--- src/rtl/kronos_types.sv ---
// Shared type and width definitions for the Kronos memory-side blocks.
package kronos_types;

    typedef enum logic [1:0] {
        IDLE  = 2'd0,
        GNT_I = 2'd1,
        GNT_D = 2'd2
    } arb_state_t;

    localparam int ARB_STREAK_W = 4;
    localparam int ARB_TIMER_W  = 16;

endpackage

--- src/rtl/kronos_mem_arbiter.sv ---
// Two-requester arbiter for the single memory port: data has priority, fetch is
// guaranteed progress by a streak cap, and an optional timer aborts hung slaves.
module kronos_mem_arbiter
    import kronos_types::*;
#(
    parameter int MAX_DATA_STREAK = 4,
    parameter int TIMEOUT_CYCLES  = 0
) (
    input  logic        clk,
    input  logic        rst,

    input  logic [31:0] instr_addr,
    input  logic        instr_req,
    output logic        instr_ack,
    output logic [31:0] instr_rd_data,
    output logic        instr_err,

    input  logic [31:0] data_addr,
    input  logic [31:0] data_wr_data,
    input  logic [3:0]  data_wr_mask,
    input  logic        data_wr_en,
    input  logic        data_req,
    output logic        data_ack,
    output logic [31:0] data_rd_data,
    output logic        data_err,

    output logic [31:0] mem_addr,
    output logic [31:0] mem_wr_data,
    output logic [3:0]  mem_wr_mask,
    output logic        mem_wr_en,
    output logic        mem_req,
    input  logic        mem_ack,
    input  logic [31:0] mem_rd_data
);

    localparam logic [ARB_STREAK_W-1:0] STREAK_MAX = ARB_STREAK_W'(MAX_DATA_STREAK);
    localparam logic [ARB_TIMER_W-1:0]  TMO_LAST   = ARB_TIMER_W'(TIMEOUT_CYCLES - 1);
    localparam bit                      TMO_EN     = (TIMEOUT_CYCLES > 0);

    arb_state_t              state_q, state_d;
    logic [ARB_STREAK_W-1:0] streak_q, streak_d;
    logic [ARB_TIMER_W-1:0]  timer_q, timer_d;
    logic                    timeout_hit;

    always_ff @(posedge clk or posedge rst) begin
        if (rst) begin
            state_q  <= IDLE;
            streak_q <= '0;
            timer_q  <= '0;
        end else begin
            state_q  <= state_d;
            streak_q <= streak_d;
            timer_q  <= timer_d;
        end
    end

    always_comb begin
        state_d       = state_q;
        streak_d      = streak_q;
        timer_d       = timer_q;
        mem_req       = 1'b0;
        mem_wr_en     = 1'b0;
        mem_addr      = instr_addr;
        mem_wr_data   = '0;
        mem_wr_mask   = '0;
        instr_ack     = 1'b0;
        data_ack      = 1'b0;
        instr_err     = 1'b0;
        data_err      = 1'b0;
        instr_rd_data = mem_rd_data;
        data_rd_data  = mem_rd_data;
        // Ack arriving on the expiry cycle takes precedence over the abort.
        timeout_hit   = TMO_EN && (timer_q == TMO_LAST) && !mem_ack;

        case (state_q)
            IDLE: begin
                timer_d = '0;
                if (data_req && (!instr_req || streak_q < STREAK_MAX)) begin
                    state_d  = GNT_D;
                    streak_d = instr_req ? streak_q + 1'b1 : '0;
                end else if (instr_req) begin
                    state_d  = GNT_I;
                    streak_d = '0;
                end
            end
            GNT_I: begin
                mem_req   = 1'b1;
                instr_ack = mem_ack;
                instr_err = timeout_hit;
                if (mem_ack || timeout_hit) begin
                    state_d = IDLE;
                end else if (TMO_EN) begin
                    timer_d = timer_q + 1'b1;
                end
            end
            GNT_D: begin
                mem_req     = 1'b1;
                mem_wr_en   = data_wr_en;
                mem_addr    = data_addr;
                mem_wr_data = data_wr_data;
                mem_wr_mask = data_wr_mask;
                data_ack    = mem_ack;
                data_err    = timeout_hit;
                if (mem_ack || timeout_hit) begin
                    state_d = IDLE;
                end else if (TMO_EN) begin
                    timer_d = timer_q + 1'b1;
                end
            end
            default: state_d = IDLE;
        endcase
    end

endmodule

--- config.mk ---
export PLATFORM = sky130hd
export DESIGN_NAME = kronos_mem_arbiter
export DESIGN_NICKNAME = d
export VERILOG_FILES = /design/src/rtl/kronos_types.sv /design/src/rtl/kronos_mem_arbiter.sv
export SDC_FILE = /design/constraint.sdc
export NUM_CORES = 1
export LEC_CHECK = 0
export BUFFER_PORTS_ARGS = -buffer_cell sky130_fd_sc_hd__buf_4
export CAP_MARGIN = 25
export CORE_AREA = 4 4 106 108
export CTS_CLUSTER_SIZE = 20
export DETAILED_ROUTE_END_ITERATION = 8
export DIE_AREA = 0 0 110 112
export PLACE_DENSITY_LB_ADDON = 0.1
export SLEW_MARGIN = 10
export SYNTH_ARGS = -nofsm -noshare
export SYNTH_HDL_FRONTEND = slang
export SYNTH_SLANG_ARGS = --single-unit
export TNS_END_PERCENT = 20
--- constraint.sdc ---
create_clock -name clk -period 1.7 [get_ports clk]
set_clock_uncertainty 0.2 [all_clocks]
set_input_delay 0 -clock clk [delete_from_list [all_inputs] [get_ports clk]]
set_output_delay 0 -clock clk [all_outputs]
set_load 0.02 [all_outputs]
# After elaboration in Yosys (flattened, before gate mapping)
# Cells that the tools add are included.
# totals
register_bits,6
in_bits,138
out_inout_bits,138
wordCells,30
# op_classes
add_sub_neg,1
n_lt_le_gt_ge,1
n_eq_ne,4
mux,14
n_reduce_logical,8
# op_table
cell,n
$mux 32,2
$mux 4,4
$mux 2,3
$add 4x1->4 const B,1
$lt 4x3->1 const B,1
$mux 1,4
$pmux 2 s2,1
$reduce_and 2->1,2
$ne 3x3->1 const B,1
$eq 2x1->1 const B,1
$eq 2x2->1 const B,1
$logic_not 2->1,1
$ne 2x1->1 const B,1
$reduce_bool 2->1,1
$reduce_or 2->1,1
$logic_and 1x1->1,1
$logic_not 1->1,1
$logic_or 1x1->1,1

# Depth between registers and ports, before layout
# Gate-level depths: netlist (run 1).
# depth
ltp_word,5
ltp_mapped,5

# Worst setup path after synthesis (run 1)
# OpenSTA, ideal clock, no wires.
# synth_path
path_type,flip-flop to flip-flop
startpoint,register state_q[0]
endpoint,register state_q[1]
setup_ns,0.127
arrival_ns,1.196
setup_slack_ns,0.178
stages_incl_launch_ff,6
path_buffers,0
period_less_slack_ns,1.522
path_cell_list,dfrtp_1 -> inv_1 -> ha_1 -> nor2b_1 -> nand4b_1 -> o21ai_0
# synth_between
elab_chain_cells,4
word_cells_on_any_way,8
# synth_lines
item,line,source
start: declaration,kronos_mem_arbiter.sv:40,"arb_state_t state_q, state_d;"
start signal: assignment,kronos_mem_arbiter.sv:51,state_q <= state_d;
$eq 2x2->1 or $eq 2x1->1 (tied branches),kronos_mem_arbiter.sv:75,case (state_q)
$reduce_or 2->1 (no line),--,
$ne 2x1->1 (no line),--,
$reduce_and 2->1 (no line),--,
# Parallel ways exist; a longest one is shown, timed or not.
# A chain may end at the register's enable or synchronous reset.

# Worst setup path after layout (run 1)
# layout_path
startpoint,register state_q[0]
endpoint,output port mem_addr[1]
# layout_between
elab_chain_cells,2
# layout_lines
item,line,source
$eq 2x2->1,kronos_mem_arbiter.sv:75,
$mux 32,kronos_mem_arbiter.sv:75,
end: declaration,kronos_mem_arbiter.sv:27,"output logic [31:0] mem_addr,"
# No other way between the ends.

==> run metrics, run 1 <==
HPWL after DPL 5980 um; Mapped Area 0.00165 mm^2; failing checks setup timing; overall power 4.41 mW; Inst Count DP 425; YS warnings 0; outcome complete, but fails checks; unrepaired setup endpoints after global routing true; Layout area overhead 101%; final hold violations 0; Place WS 44.2 ps; Seq/Total Area, Yosys 0.0912; worst r2r src state_q[0]$_DFFE_PP0P_; die area 0.0123 mm^2; Post-Syn Instances 179; Hold Path Class input pin to async pin; Port Buffers 177; hold slack 74.1 ps; die height 112 um; CP startpoint kind flop; nets 479; P_leak 1.72 nW; largest net degree at the start of global routing 12; Core Area 0.0102 mm^2; number of global-route vias before repair 1660; io pins 276; die width 110 um; clk root buf clkbuf_8; arrival time of the worst setup path 1540 ps; Final setup viols 11; detail-routed via count per cell 3.61; n_diodes 0; launch point of the critical path state_q[0]$_DFFE_PP0P_; fraction of layout cells with a size suffix above 1 0.699; initial antenna violation count 0; CTS tree done; CP Class flop to output port; Routed WL 7340 um; CP Capture Type output port; Antenna Nets Post-Route 0; max-slew violation total from the final report 0; commonest non-fill, non-tap cell in the layout buf_4; Non-Filler Instances 471; mean post-synth cell area 9.20 um^2; FMAX 0.575 GHz; global-route wire length before repair 9800 um; commonest non-fill, non-tap cells in the layout 153 x buf_4, 36 x dlygate4sd3_1, 34 x and2_1; maximum ir drop on the vdd rail 0.872 mV; Final Wtd Congestion 0.730; worst skew pair latency 220 ps; FF+latch count, synth 6; Wirelength per Cell 15.6 um; vias after detailed routing 1699; R2R depth 6; MaxCap Viol Count 0; Remaining Overflow, GRT 0; CTS H-tree depth 1; initial core utilization 0.161; DRT Pass-1 Iters 3; pwr/cell area 1340 mW/mm^2; CTS Buffer Depth 2; count of standard-cell rows 37; Tcrit/Tclk final 1.02; Clock Pin Slew Worst Setup and Hold Paths 40 ps; setup_tns -328 ps; DR DRC count 0; setup ws final -39.3 ps; CTS Sinks 6; distinct cell type count after synthesis 19; DRT iter0 DRCs 34; Critical Path Fanout Max 6; CTS buffer count 3; fin crit period 1740 ps; gr usage total 0.103; Crit path required time 1500 ps
[per-layer routing]
metal | share of wire | wire [um] | GRT usage
met1 | 0.31 | 2280 | 0.100
met2 | 0.55 | 4030 | 0.206
met3 | 0.14 | 1030 | 0.0441
met4 | 0 | 0 | 0.00249
met5 | 0 | 0 | 0
[area by class of cell]
cell class	count	area [um^2]
clock buffer	3	41.3
fill	1070	6930
inverter	5	18.8
multi-input combinational	95	918
sequential	6	150
tap	136	170
timing repair buffer	226	2010
[critical path, cell delays in order (launching register included)]
cell and delay (ps):
dfrtp_1 370, inv_2 80, ha_4 210, buf_4 190, mux2_4 310, buf_4 160
[sequential cells by signal (all words and copies together), names as in the netlist]
register and flops:
state_q 2, streak_q 4
[path summary, 6_finish.rpt]
kind                                            to  slack [ps]
min in group clk                   mem_wr_data[17]         100
max                                    mem_addr[1]         -40
min reg2reg                streak_q[0]$_DFFE_PP0P_         290
max reg2reg                 state_q[0]$_DFFE_PP0P_          90
min                         state_q[1]$_DFFE_PP0P_          70
max in group asynchronous  streak_q[2]$_DFFE_PP0P_        1030
[stage by stage]
stage	util	cell area, um^2
after CTS	0.323	3300
after floorplan	-	1650
final	0.323	3300
after global routing	0.323	3300
after detailed placement	0.257	2630
after global placement	0.257	2630
[report_power, final]
group | leakage (nW) | total, mW | switching (mW) | internal, mW
logic | 1.61 | 3.98 | 1.80 | 2.18
registers | 0.0803 | 0.220 | 0.0314 | 0.189
clock network | 0.0216 | 0.213 | 0.0609 | 0.152
[what timing repair did]
item / in CTS / in global routing
pin swaps: 6 / 0
hold endpoints to repair: 72 / 0
hold buffers: 36 / 0
cloned: 3 / 0
setup endpoints to repair: 64 / 55
buffers inserted: 4 / 0
gates resized for setup: 43 / 2
[Yosys cell counts, drive strengths merged]
master  instances  share of area
inv             5          0.011
buf            71           0.35
and3            1         0.0038
conb            1         0.0023
a21oi           2         0.0061
a211o           1         0.0053
nor2b           1         0.0038
nand4b          1         0.0053
nor2            1         0.0023
o21ai           5          0.015
and2           40           0.15
mux2           32           0.29
a32o            2          0.012
ha              4          0.030
dfrtp           6          0.091
nand2           3         0.0068
clkbuf          3         0.0091
[kinds of logic after synthesis]
group | after synthesis | share of synthesized area
compound gates | 10 | 0.0388
flops | 6 | 0.0912
fa+ha+maj | 4 | 0.0304
other cells | 1 | 0.00228
simple gates | 47 | 0.174
mux | 32 | 0.292
buf+inv | 79 | 0.372
Note: power is estimated with default switching activity, not from simulation.
==> inputs of run 2 (changes only) <==
Settings changed: CELL_PAD_IN_SITES_DETAIL_PLACEMENT set to 1, CELL_PAD_IN_SITES_GLOBAL_PLACEMENT set to 1, CORE_AREA 4 4 106 108 to unset, CORE_MARGIN set to 4, CORE_UTILIZATION set to 17, DIE_AREA 0 0 110 112 to unset.
==> run 2 against run 1 <==
  * The flow still finishes with violations (setup timing)
  * Worst hold slack got worse by 8.6 ps
  * Power is 12% higher
  * Sequential cell count is the same
  * Utilization rose by 5.5 points
  * Worst setup slack worse by 33 ps
  * First-iteration DRC count up 56%
  * Fmax is 1.9% lower
  * Non-clock buffer count grew 4
  * Clock power decreased by 3%
  * Global-route usage rose by 2.6 points
  * Clock-buffer cell count unchanged
  * Critical path type unchanged
  * Critical endpoint is now mem_addr[26]
==> run metrics, run 2 (same netlist as run 1, synthesis figures left out) <==
Top delay family on crit path buffers and inverters; Remaining Overflow, GRT 0 (unchanged); worst r2r src state_q[0]$_DFFE_PP0P_; commonest non-fill, non-tap cell in the layout buf_4; flop2flop setup slack 150 ps (+60 ps); FMAX 0.564 GHz (-1.9%); vias after detailed routing 1760 (+3.6%); CP startpoint kind flop; clk root buf clkbuf_8; fin crit period 1770 ps (+33.4 ps); commonest non-fill, non-tap cells in the layout 120 x buf_4, 65 x buf_6, 36 x dlygate4sd3_1; Routed WL 8450 um (+15%); detail-routed via count per cell 3.76 (+4.3%); Clock Pin Slew Worst Setup and Hold Paths 40 ps (about the same); sequential share of power 0.045 (-0.005); Crit path required time 1500 ps (about the same); MaxCap Viol Count 0 (unchanged); CTS tree done; max-slew violation total from the final report 0 (unchanged); CTS buffer count 3 (unchanged); CP Capture Type output port; Core Area 0.00933 mm^2 (-8.8%); worst skew pair latency 220 ps (about the same); CP bufs+invs 4 (+1); r2r endpoint state_q[0]$_DFFE_PP0P_; register area 150 um^2 (unchanged); max incr delay on CP 380 ps (about the same); nets 483 (+0.84%); die height 106 um (-5.0%); DR DRC count 0 (unchanged); Port Buffers 177 (unchanged); die width 106 um (-3.3%); count of standard-cell rows 35 (-5.4%); CTS Sinks 6 (unchanged); R2R depth 6 (unchanged); Tcrit/Tclk final 1.04 (+0.0197); Hold Path Class input pin to async pin; Internal Power 2.88 mW (+14%); pwr/cell area 1410 mW/mm^2 (+5.2%); launch point of the critical path state_q[0]$_DFFE_PP0P_; final hold violations 0 (unchanged); initial core utilization 0.177 (+0.0156); die area 0.0113 mm^2 (-8.1%); CP Class flop to output port; multi-input gate area in the final layout 958 um^2 (+4.4%); failing checks setup timing; Final setup viols 32 (+21); Fillers 1060 (-0.93%); final design utilization 0.378 (+0.0553); sw power 2.08 mW (+9.6%); Wirelength per Cell 18.1 um (+16%); Critical-path top delay cell dfrtp_1; gr usage total 0.129 (+0.0263); maximum ir drop on the vdd rail 0.566 mV (-35%); crit path cell chain inv_2 -> ha_4 -> buf_6 -> buf_12 -> mux2_4 -> buf_6; CTS Buffer Depth 2 (unchanged); max reg flops 4 (unchanged); clock power share 0.042 (-0.006); Inst Count DP 415 (-2.4%); n_diodes 0 (unchanged); Layout area overhead 114%; Critical Path Fanout Max 11 (+5); Comb pwr share 0.914 (+0.012); io pins 276 (unchanged); DRT Pass-1 Iters 3 (unchanged); fraction of layout cells with a size suffix above 1 0.737 (+0.0390); Final Wtd Congestion 0.712 (-2.5%); Antenna Nets Post-Route 0 (unchanged); largest net degree at the start of global routing 12 (unchanged); largest registers streak_q (4), state_q (2); initial antenna violation count 0 (unchanged); Non-Filler Instances 468 (-0.64%); arrival time of the worst setup path 1570 ps (+30 ps); setup ws final -72.7 ps (-33.4 ps); WP depth 6 (+1); CP endpoint mem_addr[26]; Biggest register streak_q; outcome complete, but fails checks; Place WS 31.2 ps (-13.0 ps); P_leak 1.80 nW (+4.7%); Switching Fraction 0.419 (-0.0105); DRT iter0 DRCs 53 (+56%); cell mode on critical path buf_6; global-route wire length before repair 11300 um (+16%); CTS H-tree depth 1 (unchanged); HPWL after DPL 6290 um (+5.3%); number of global-route vias before repair 1806 (+8.8%); unrepaired setup endpoints after global routing true
## run 2: cell count changes in the layout (fill, tap and decap cells not counted), moves of 2 or more
cell	delta
buf_6	+34
buf_4	-33
and2_1	-11
and2_4	+11
buf_16	+2
buf_8	+2
## run 2: cell type report
type / count / area share
Timing Repair Buffer: 230 / 0.623
Sequential cell: 6 / 0.0426
Clock buffer: 3 / 0.0117
Inverter: 5 / 0.00532
Tap cell: 129 / 0.0457
Multi-Input combinational cell: 95 / 0.272
## run 2: routing by layer
layer / GRT usage / share of wire
met1: 0.138 / 0.34
met5: 0 / 0
met2: 0.263 / 0.57
met4: 0.00274 / 0.00071
met3: 0.0364 / 0.087
## run 2: power by group through the flow
stage | combinational [mW] | clock (mW) | sequential [mW]
2_1_floorplan | 2.29 | 0 | 0.210
3_3_place_gp | 3.17 | 0 | 0.216
3_5_place_dp | 3.15 | 0 | 0.218
4_1_cts | 4.26 | 0.215 | 0.223
5_1_grt | 4.77 | 0.223 | 0.227
6_report | 4.53 | 0.207 | 0.221
## run 2: tightest hold or removal path, delay by kind of cell
family,cells,cell delay (ps)
buffers and inverters,3,860
## run 2: repair_timing
item | in CTS | in global routing
setup endpoints to repair | 66 | 66
pin swaps | 1 | 6
setup buffers | 7 | 2
hold buffers | 36 | 0
endpoints found under the hold margin | 72 | 0
gates cloned | 4 | 1
gates resized for setup | 65 | 32
## run 2: worst min-delay path by stage
stage / from / end / slack (ps) / cells past startpoint
after CTS: rst / streak_q[0]$_DFFE_PP0P_ / 60 / 3
after floorplan: rst / state_q[0]$_DFFE_PP0P_ / -410 / 1
after global placement: rst / streak_q[2]$_DFFE_PP0P_ / -260 / 2
after detailed placement: rst / streak_q[2]$_DFFE_PP0P_ / -260 / 2
final: rst / streak_q[0]$_DFFE_PP0P_ / 70 / 3
after global routing: rst / state_q[1]$_DFFE_PP0P_ / 110 / 3
## run 2: per-stage QoR
step                hold WS [ps]  setup TNS [ps]  power [mW]  cell area, um^2
finish                      65.5           -1660        4.96             3530
global route                 114           -4400        5.23             3530
CTS                         62.8           -1870        4.69             3390
detailed placement          -257               0        3.37             2580
global placement            -258               0        3.38             2580
floorplan                   -409               0        2.50             1650
==> inputs of run 3 (changes only) <==
--- a/config.mk
+++ b/config.mk
@@ -8,3 +8,3 @@
 export BUFFER_PORTS_ARGS = -buffer_cell sky130_fd_sc_hd__buf_4
-export CAP_MARGIN = 25
+export CAP_MARGIN = 5
 export CELL_PAD_IN_SITES_DETAIL_PLACEMENT = 1
==> constraint.sdc (replaced) <==
create_clock -name clk -period 1.7 [get_ports clk]
set_clock_uncertainty 0.2 [all_clocks]
set_input_delay 0.17 -clock clk [delete_from_list [all_inputs] [get_ports clk]]
set_output_delay 0.17 -clock clk [all_outputs]
set_load 0.02 [all_outputs]
==> run 3 against run 2 <==
  * The run still ends with setup timing left
  * Global-route usage is 0.83 points lower
  * Critical path depth stayed put
  * Clock-buffer cell count stayed put
  * Via count is 10% lower
  * Sequential power hardly changed
  * Cell count is 8.3% lower
  * First-iteration DRC count is 36% lower
  * Power is 9.0% lower
  * Cell area is 11% lower
  * Clock power hardly changed
  * Fmax is 8.1% lower
  * Routed wire length is 12% lower
  * Largest power group unchanged
==> run metrics, run 3 (same netlist as run 1, synthesis figures left out) <==
Routed WL 7440 um (-12%); FMAX 0.518 GHz (-8.1%); Wirelength per Cell 17.3 um (-4.0%); setup ws final -229 ps (-156 ps); detail-routed via count per cell 3.69 (-1.9%); Antenna Nets Post-Route 0 (unchanged); CTS Sinks 6 (unchanged); DRT iter0 DRCs 34 (-36%); overall power 4.51 mW (-9.0%); R2R depth 6 (unchanged); largest registers streak_q (4), state_q (2); clk root buf clkbuf_8; Non-Filler Instances 429 (-8.3%); Biggest register streak_q; final design utilization 0.335 (-0.0432); CP startpoint kind flop; Fillers 1074 (+1.3%); arrival time of the worst setup path 1560 ps (about the same); maximum ir drop on the vdd rail 0.523 mV (-7.6%); HPWL after DPL 6580 um (+4.6%); nets 444 (-8.1%); Clock Pin Slew Worst Setup and Hold Paths 30 ps (about the same); Worst Hold End state_q[1]$_DFFE_PP0P_; DR DRC count 0 (unchanged); CTS Buffer Depth 2 (unchanged); unrepaired setup endpoints after global routing true; MaxCap Viol Count 0 (unchanged); outcome complete, but fails checks; final instance area 0.00313 mm^2 (-11%); fraction of layout cells with a size suffix above 1 0.840 (+0.103); Layout area overhead 89.8%; r2r endpoint state_q[0]$_DFFE_PP0P_; pwr/cell area 1440 mW/mm^2 (+2.8%); Port Buffers 177 (unchanged); max-slew violation total from the final report 0 (unchanged); die area 0.0113 mm^2 (unchanged); area of placed instances 0.00264 mm^2 (+2.2%); initial antenna violation count 0 (unchanged); n_diodes 0 (unchanged); largest net degree at the start of global routing 17 (+5); Crit path required time 1330 ps (-170 ps); global-route wire length before repair 10600 um (-6.5%); P_leak 1.62 nW (-9.7%); Inst Count DP 421 (+1.4%); Tcrit/Tclk final 1.13 (+0.0919); count of standard-cell rows 35 (unchanged); initial core utilization 0.177 (unchanged); CTS tree done; flop2flop setup slack 90 ps (-60 ps); worst skew pair latency 220 ps (about the same); CTS buffer count 3 (unchanged); Core Area 0.00933 mm^2 (unchanged); worst r2r src state_q[0]$_DFFE_PP0P_; CP Capture Type output port; commonest non-fill, non-tap cell in the layout buf_4; Remaining Overflow, GRT 0 (unchanged); failing checks setup timing; max reg flops 4 (unchanged); CTS H-tree depth 1 (unchanged); Final Wtd Congestion 0.710 (-0.28%); gr usage total 0.121 (-0.00827); final hold violations 0 (unchanged); fin crit period 1930 ps (+156 ps); Final setup viols 63 (+97%); die width 106 um (unchanged); hold path cells 3; Critical Path Fanout Max 5 (-6); io pins 276 (unchanged); vias after detailed routing 1583 (-10%); commonest non-fill, non-tap cells in the layout 112 x buf_4, 71 x buf_6, 32 x mux2_4; number of global-route vias before repair 1706 (-5.5%); CP Class flop to output port; die height 106 um (unchanged); Place WS -44.1 ps (-75.3 ps); Worst Min Path Start data_req; Hold Path Class input pin to flop; DRT Pass-1 Iters 2 (-1)
run 3: where the power goes:
part | internal [mW] | switching [mW] | total (mW)
clock | 0.152 | 0.0578 | 0.210
sequential | 0.189 | 0.0330 | 0.222
combinational | 2.33 | 1.76 | 4.08
total | 2.67 | 1.85 | 4.51
run 3: stage by stage:
stage	TNS [ps]	hold WS, ps
CTS	-11120	64.0
finish	-9860	63.2
global placement	-653	-82.7
detailed placement	-868	-90.3
global route	-13470	114
floorplan	0	-239
run 3: how the worst max path moves through the flow:
| stage | end | from | cells past startpoint | slack (ps) |
|---|---|---|---|---|
| after floorplan | mem_addr[0] | state_q[0]$_DFFE_PP0P_ | 5 | 120 |
| after global placement | mem_addr[24] | state_q[0]$_DFFE_PP0P_ | 5 | -30 |
| after detailed placement | mem_addr[30] | state_q[0]$_DFFE_PP0P_ | 5 | -40 |
| after CTS | mem_addr[12] | state_q[0]$_DFFE_PP0P_ | 6 | -230 |
| after global routing | mem_addr[30] | state_q[0]$_DFFE_PP0P_ | 6 | -280 |
| final | mem_addr[24] | state_q[0]$_DFFE_PP0P_ | 6 | -230 |
run 3: critical path, stage by stage, from the launching register on:
cell,delay (ps)
dfrtp_1,380
inv_2,80
ha_4,180
buf_12,130
clkbuf_16,140
mux2_4,300
buf_6,130
run 3: layer usage:
layer / wire length, um / up-vias / GRT usage / part of all wire
met1: 2510 / 689 / 0.124 / 0.34
met5: 0 / - / 0 / 0
li1: - / 754 / - / -
met2: 3850 / 130 / 0.224 / 0.52
met3: 1040 / 10 / 0.0638 / 0.14
met4: 45 / 0 / 0.0164 / 0.0060
run 3: layout make-up:
type | instances | area [um^2] | share of cell area
Timing Repair Buffer | 191 | 1790 | 0.573
Sequential cell | 6 | 150 | 0.0480
Tap cell | 129 | 161 | 0.0516
Multi-Input combinational cell | 95 | 963 | 0.308
Inverter | 5 | 18.8 | 0.00600
Clock buffer | 3 | 41.3 | 0.0132
run 3: timing repair:
action / CTS / global route
pin swaps: 9 / 4
hold endpoints to repair: 6 / 0
buffers inserted: 2 / 1
hold buffers: 1 / 0
resized for setup: 88 / 16
setup endpoints to repair: 70 / 75
cloned: 1 / 1
